$ cat config.mk
export PLATFORM = sky130hd
export DESIGN_NAME = interlaken_metaframe_ctrl
export DESIGN_NICKNAME = d
export VERILOG_FILES = /design/src/rtl/interlaken_metaframe_ctrl.sv
export SDC_FILE = /design/constraint.sdc
export NUM_CORES = 1
export LEC_CHECK = 0
export CAP_MARGIN = 20
export CORE_AREA = 4 4 94 96
export CTS_BUF_LIST = sky130_fd_sc_hd__clkbuf_8
export DETAILED_ROUTE_END_ITERATION = 8
export DIE_AREA = 0 0 98 100
export DONT_BUFFER_PORTS = 1
export PLACE_DENSITY = 0.61
export SLEW_MARGIN = 10
export SYNTH_ARGS = -nofsm -noshare
export SYNTH_HDL_FRONTEND = slang
export SYNTH_SLANG_ARGS = --single-unit
$ cat constraint.sdc
create_clock -name clk -period 2.6 [get_ports clk]
set_clock_uncertainty 0.05 [all_clocks]
set_input_delay 0.52 -clock clk [delete_from_list [all_inputs] [get_ports clk]]
set_output_delay 0.52 -clock clk [all_outputs]
set_load 0.01 [all_outputs]
$ cat src/rtl/interlaken_metaframe_ctrl.sv
// Interlaken per-lane metaframe sequencer.
// Carves the lane word stream into fixed-length metaframes in the order
// sync, scrambler-state, skip, payload..., diagnostic. It drives the
// scrambler strobes and data word one cycle after the slot is decoded.
module interlaken_metaframe_ctrl #(
    parameter int unsigned METAFRAME_LEN = 2048,
    parameter logic [63:0] SKIP_WORD     = 64'h1E1E_1E1E_1E1E_1E1E,
    parameter logic [63:0] IDLE_WORD     = 64'h0
) (
    input  logic        clk,
    input  logic        reset,
    input  logic        enable,
    input  logic [63:0] in_data,
    input  logic        in_valid,
    output logic        in_ready,
    input  logic [1:0]  lane_status,
    output logic [63:0] data_out,
    output logic        word_is_synchronization,
    output logic        word_is_scrambler_state,
    output logic        word_is_to_be_scrambled,
    output logic        metaframe_start,
    output logic        idle_inserted
);

    localparam int unsigned       SLOT_W    = $clog2(METAFRAME_LEN);
    localparam logic [SLOT_W-1:0] SLOT_LAST = SLOT_W'(METAFRAME_LEN - 1);
    localparam logic [5:0]        DIAG_HDR  = 6'b011001;

    typedef enum logic [2:0] {
        K_SYNC,
        K_SCRAM_STATE,
        K_SKIP,
        K_PAYLOAD,
        K_DIAG
    } slot_kind_e;

    logic [SLOT_W-1:0] slot;
    slot_kind_e        kind_c;
    logic [63:0]       diag_word_c;

    // Classify the current slot position within the metaframe.
    always_comb begin
        kind_c = K_PAYLOAD;
        if (slot == '0) begin
            kind_c = K_SYNC;
        end else if (slot == SLOT_W'(1)) begin
            kind_c = K_SCRAM_STATE;
        end else if (slot == SLOT_W'(2)) begin
            kind_c = K_SKIP;
        end else if (slot == SLOT_LAST) begin
            kind_c = K_DIAG;
        end
    end

    // Diagnostic word; CRC32 field in bits 31:0 is filled downstream.
    always_comb begin
        diag_word_c = {DIAG_HDR, 24'h0, lane_status, 32'h0};
    end

    // Payload is only accepted in payload slots of an advancing, non-reset cycle.
    assign in_ready = enable & ~reset & (kind_c == K_PAYLOAD);

    // Slot counter: advances on enable, wraps after the diagnostic word.
    always_ff @(posedge clk) begin
        if (reset) begin
            slot <= '0;
        end else if (enable) begin
            if (slot == SLOT_LAST) begin
                slot <= '0;
            end else begin
                slot <= slot + SLOT_W'(1);
            end
        end
    end

    // Registered word and strobes for the slot issued this cycle.
    always_ff @(posedge clk) begin
        if (reset) begin
            data_out                <= '0;
            word_is_synchronization <= 1'b0;
            word_is_scrambler_state <= 1'b0;
            word_is_to_be_scrambled <= 1'b0;
            metaframe_start         <= 1'b0;
            idle_inserted           <= 1'b0;
        end else begin
            word_is_synchronization <= 1'b0;
            word_is_scrambler_state <= 1'b0;
            word_is_to_be_scrambled <= 1'b0;
            metaframe_start         <= 1'b0;
            idle_inserted           <= 1'b0;
            if (enable) begin
                unique case (kind_c)
                    K_SYNC: begin
                        word_is_synchronization <= 1'b1;
                        metaframe_start         <= 1'b1;
                        data_out                <= '0;
                    end
                    K_SCRAM_STATE: begin
                        word_is_scrambler_state <= 1'b1;
                        data_out                <= '0;
                    end
                    K_SKIP: begin
                        word_is_to_be_scrambled <= 1'b1;
                        data_out                <= SKIP_WORD;
                    end
                    K_PAYLOAD: begin
                        word_is_to_be_scrambled <= 1'b1;
                        if (in_valid) begin
                            data_out <= in_data;
                        end else begin
                            data_out      <= IDLE_WORD;
                            idle_inserted <= 1'b1;
                        end
                    end
                    K_DIAG: begin
                        word_is_to_be_scrambled <= 1'b1;
                        data_out                <= diag_word_c;
                    end
                    default: begin
                        data_out <= data_out;
                    end
                endcase
            end
        end
    end

endmodule
==> out/results.tsv <==
stage	metric	value	unit
flow_run	number of max-cap violations	0	
yosys	distinct cell type count after synthesis	38	
placed_design	HPWL after detailed placement	5160	µm
sta	transition time of the tightest slew-check pin	0.539	ns
finish	Syn-to-layout area delta	9.16	%
setup_path	cell chain of the critical path	ha_1 -> nand3_1 -> or4_1 -> nand2_1 -> nor2_1	
global_routing	number of antenna violations at the first check in global routing	0	
sta	max frequency	411	MHz
floorplan	die height	100	µm
routing	sum of routed wire length over all layers	7670	µm
yosys	Synth top cells by count	dfxtp_1, nand2_1, a22o_1, a22oi_1, a32oi_1	
setup_path	top fanout value on the critical path	7	
yosys	Compound-Gate Fraction of Synth Area	26.4	%
yosys	Net Count, Synth	393	
placed_design	Area after DPL	0.00318	mm²
cts	clock network latency to the later pin of the worst-skew pair	0.33	ns
finish	NumNets Final	381	
setup_path	Worst path top cell family by delay	simple AND/OR/NAND/NOR gates	
sta	final worst path period share	93.6	%
cts	CTS tree	done	
yosys	EDFF count, synth	0	
min_path	Hold/Removal Path Class	in -> reg	
cts	cells resized by post-CTS repair	0	
power	worst voltage drop across the vdd grid	0.000269	V
routing	ANT nets after route	0	
power	leakage	1.20	nW
setup_path	Bufs and invs on worst path	0	
floorplan	Starting Density	38.9	%
routing	vias per cell	5.89	
setup_path	library cell contributing the largest single delay on the critical path	or4_1	
sta	final critical path time including I/O delays and setup	2.43	ns
yosys	top post-synthesis cells by area	dfxtp_1, a22o_1, a32oi_1	
routing	average detailed-routed wire length per instance	18.4	µm
yosys	most frequent cell after synthesis	dfxtp_1	
global_routing	pin count of the biggest net entering global routing	57	
global_routing	global-route wire length before repair	12300	µm
yosys	part of the Yosys area used for sequential elements	50.6	%
routing	DR vias	2451	
routing	drt pass-1 iters	4	
status	run status	finished, final reports clean	
global_routing	total routing resource utilization after global routing	15.6	%
yosys	post-synthesis simple-gate area fraction	13.6	%
yosys	adder and majority cell fraction of the synthesized area	1.60	%
power	P per Cell Area	751	mW/mm²
finish	final design instance area without fill	0.00341	mm²
yosys	largest area contributor in the netlist	dfxtp_1	
setup_path	kind of critical path	reg -> out	
setup_path	element type at the critical path start	flop	
sta	unrepaired setup endpoints after global routing	false	
sta	final sum of negative setup slack	0	ns
routing	number of DRC markers after the initial detailed-route iteration	180	
yosys	fraction of synthesized area in multiplexers	0	%
yosys	Synth Area in XOR/XNOR	2.52	%
yosys	Cell Area, Synth	0.00313	mm²
cts	Hold-fix buffers, CTS	0	
sta	hold_ws	0.198	ns
floorplan	width of the die	98	µm
floorplan	area of the die	0.00980	mm²
cts	setup bufs post-CTS	0	
global_routing	number of global-route vias before repair	2410	
yosys	primary flip-flop cell chosen by synthesis mapping	dfxtp_1	
cts	H-Tree Level Count	3	
global_routing	total global routing overflow	0	
cts	CTS max path bufs	2	
yosys	mean instance size in the synthesized netlist	9.81	µm²
yosys	YS warnings	0	
setup_path	nature of the critical path endpoint	output pin	
finish	fraction of final layout cells with drive strength greater than 1	8.36	%
sta	number of max-slew violations in the final report	0	
finish	Antenna diodes	0	
sta	Hold Violations, Final	0	
setup_path	maximum single-stage delay on the critical path	0.55	ns
floorplan	FP Rows	33	
yosys	dominant combinational cell family by area after synthesis	compound AO/OA/AOI/OAI gates	
placed_design	weighted congestion at the end of routability-driven global placement	0.821	
yosys	fraction of post-synthesis cell area in the top cell type by area	50.6	%
sta	tightest slew margin relative to the limit	64.0	%
cts	cell chosen for the clock root	clkbuf_8	
sta	final-report setup violation count	0	
floorplan	placeable core area	0.00805	mm²
yosys	share of synthesized flip-flops with an asynchronous set or reset	0	%
placed_design	# port buffers	0	
yosys	number of synthesized register bits	79	
setup_path	data required time at the worst endpoint	2.03	ns
cts	total number of clock tree sinks	79	
power	Power Total	2.57	mW
floorplan	I/O pin count	140	
setup_path	data arrival time of the critical path	1.86	ns
yosys	Synth Instances	319	
cts	post-CTS clock slew at the launch and capture registers of the worst setup and hold paths	0.08	ns
routing	DRC	0	
cts	TritonCTS buffer count	9	
finish	count of filler cells inserted in the layout	808	
cells in the final DEF, fill, tap and decap left out, types with 9 or more instances in the layout:
cell      synthesis  final
a32oi_1          30     30
a22o_1           30     30
nand2_1          39     39
clkbuf_8          0      9
nor2_1           17     16
a22oi_1          30     30
dfxtp_1          79     79
final cells by class:
| type | count | area (µm²) | area share [%] |
|---|---|---|---|
| inverter | 6 | 22.5 | 0.660 |
| timing repair buffer | 7 | 52.6 | 1.54 |
| sequential | 79 | 1580 | 46.3 |
| multi-input combinational | 204 | 1390 | 40.8 |
| clock buffer | 9 | 124 | 3.63 |
| clock inverter | 6 | 110 | 3.22 |
| tap | 105 | 131 | 3.85 |
through the flow:
step                      util [%]  setup slack [ns]  cells
final                         42.4             0.166    416
after global routing          42.4            0.0325    416
after CTS                     42.4             0.143    416
after detailed placement      39.5             0.416    401
after global placement        39.5             0.512    401
after floorplan                  -             0.617    319
where the power goes:
part | leakage [nW] | internal [mW] | switching, mW
logic | 0.444 | 0.0688 | 0.115
registers | 0.640 | 1.26 | 0.0679
clock network | 0.117 | 0.633 | 0.421
total | 1.20 | 1.96 | 0.603
logic make-up after synthesis:
logic type                 Yosys count
AOI/OAI and AO/OA                  101
adders and majority gates            4
DFF                                 79
and+or+nand+nor                     90
buffers and inverters               36
xor gates and xnor gates             9
final timing paths:
kind | slack, ns | cells after the start | start | endpoint
worst max-delay path | 0.17 | 5 | slot[0] | in_ready
worst min register to register | 0.46 | 2 | data_out[42] | data_out[42]
worst min-delay path | 0.20 | 1 | reset | slot[8]
worst max register to register | 0.42 | 6 | slot[0] | data_out[63]
metal layers:
| layer | GRT usage (%) | part of all wire, % |
|---|---|---|
| met5 | 0 | 0 |
| met4 | 6.60 | 1.6 |
| met3 | 5.70 | 8.8 |
| met2 | 24.5 | 47 |
| met1 | 19.4 | 42 |
registers in the layout, indices dropped and copies added, names as in the netlist:
signal                   flops
word_is_scrambler_state      1
word_is_to_be_scrambled      1
slot                        11
data_out                    64
idle_inserted                1
metaframe_start              1
(Power assumes the default switching activity.)
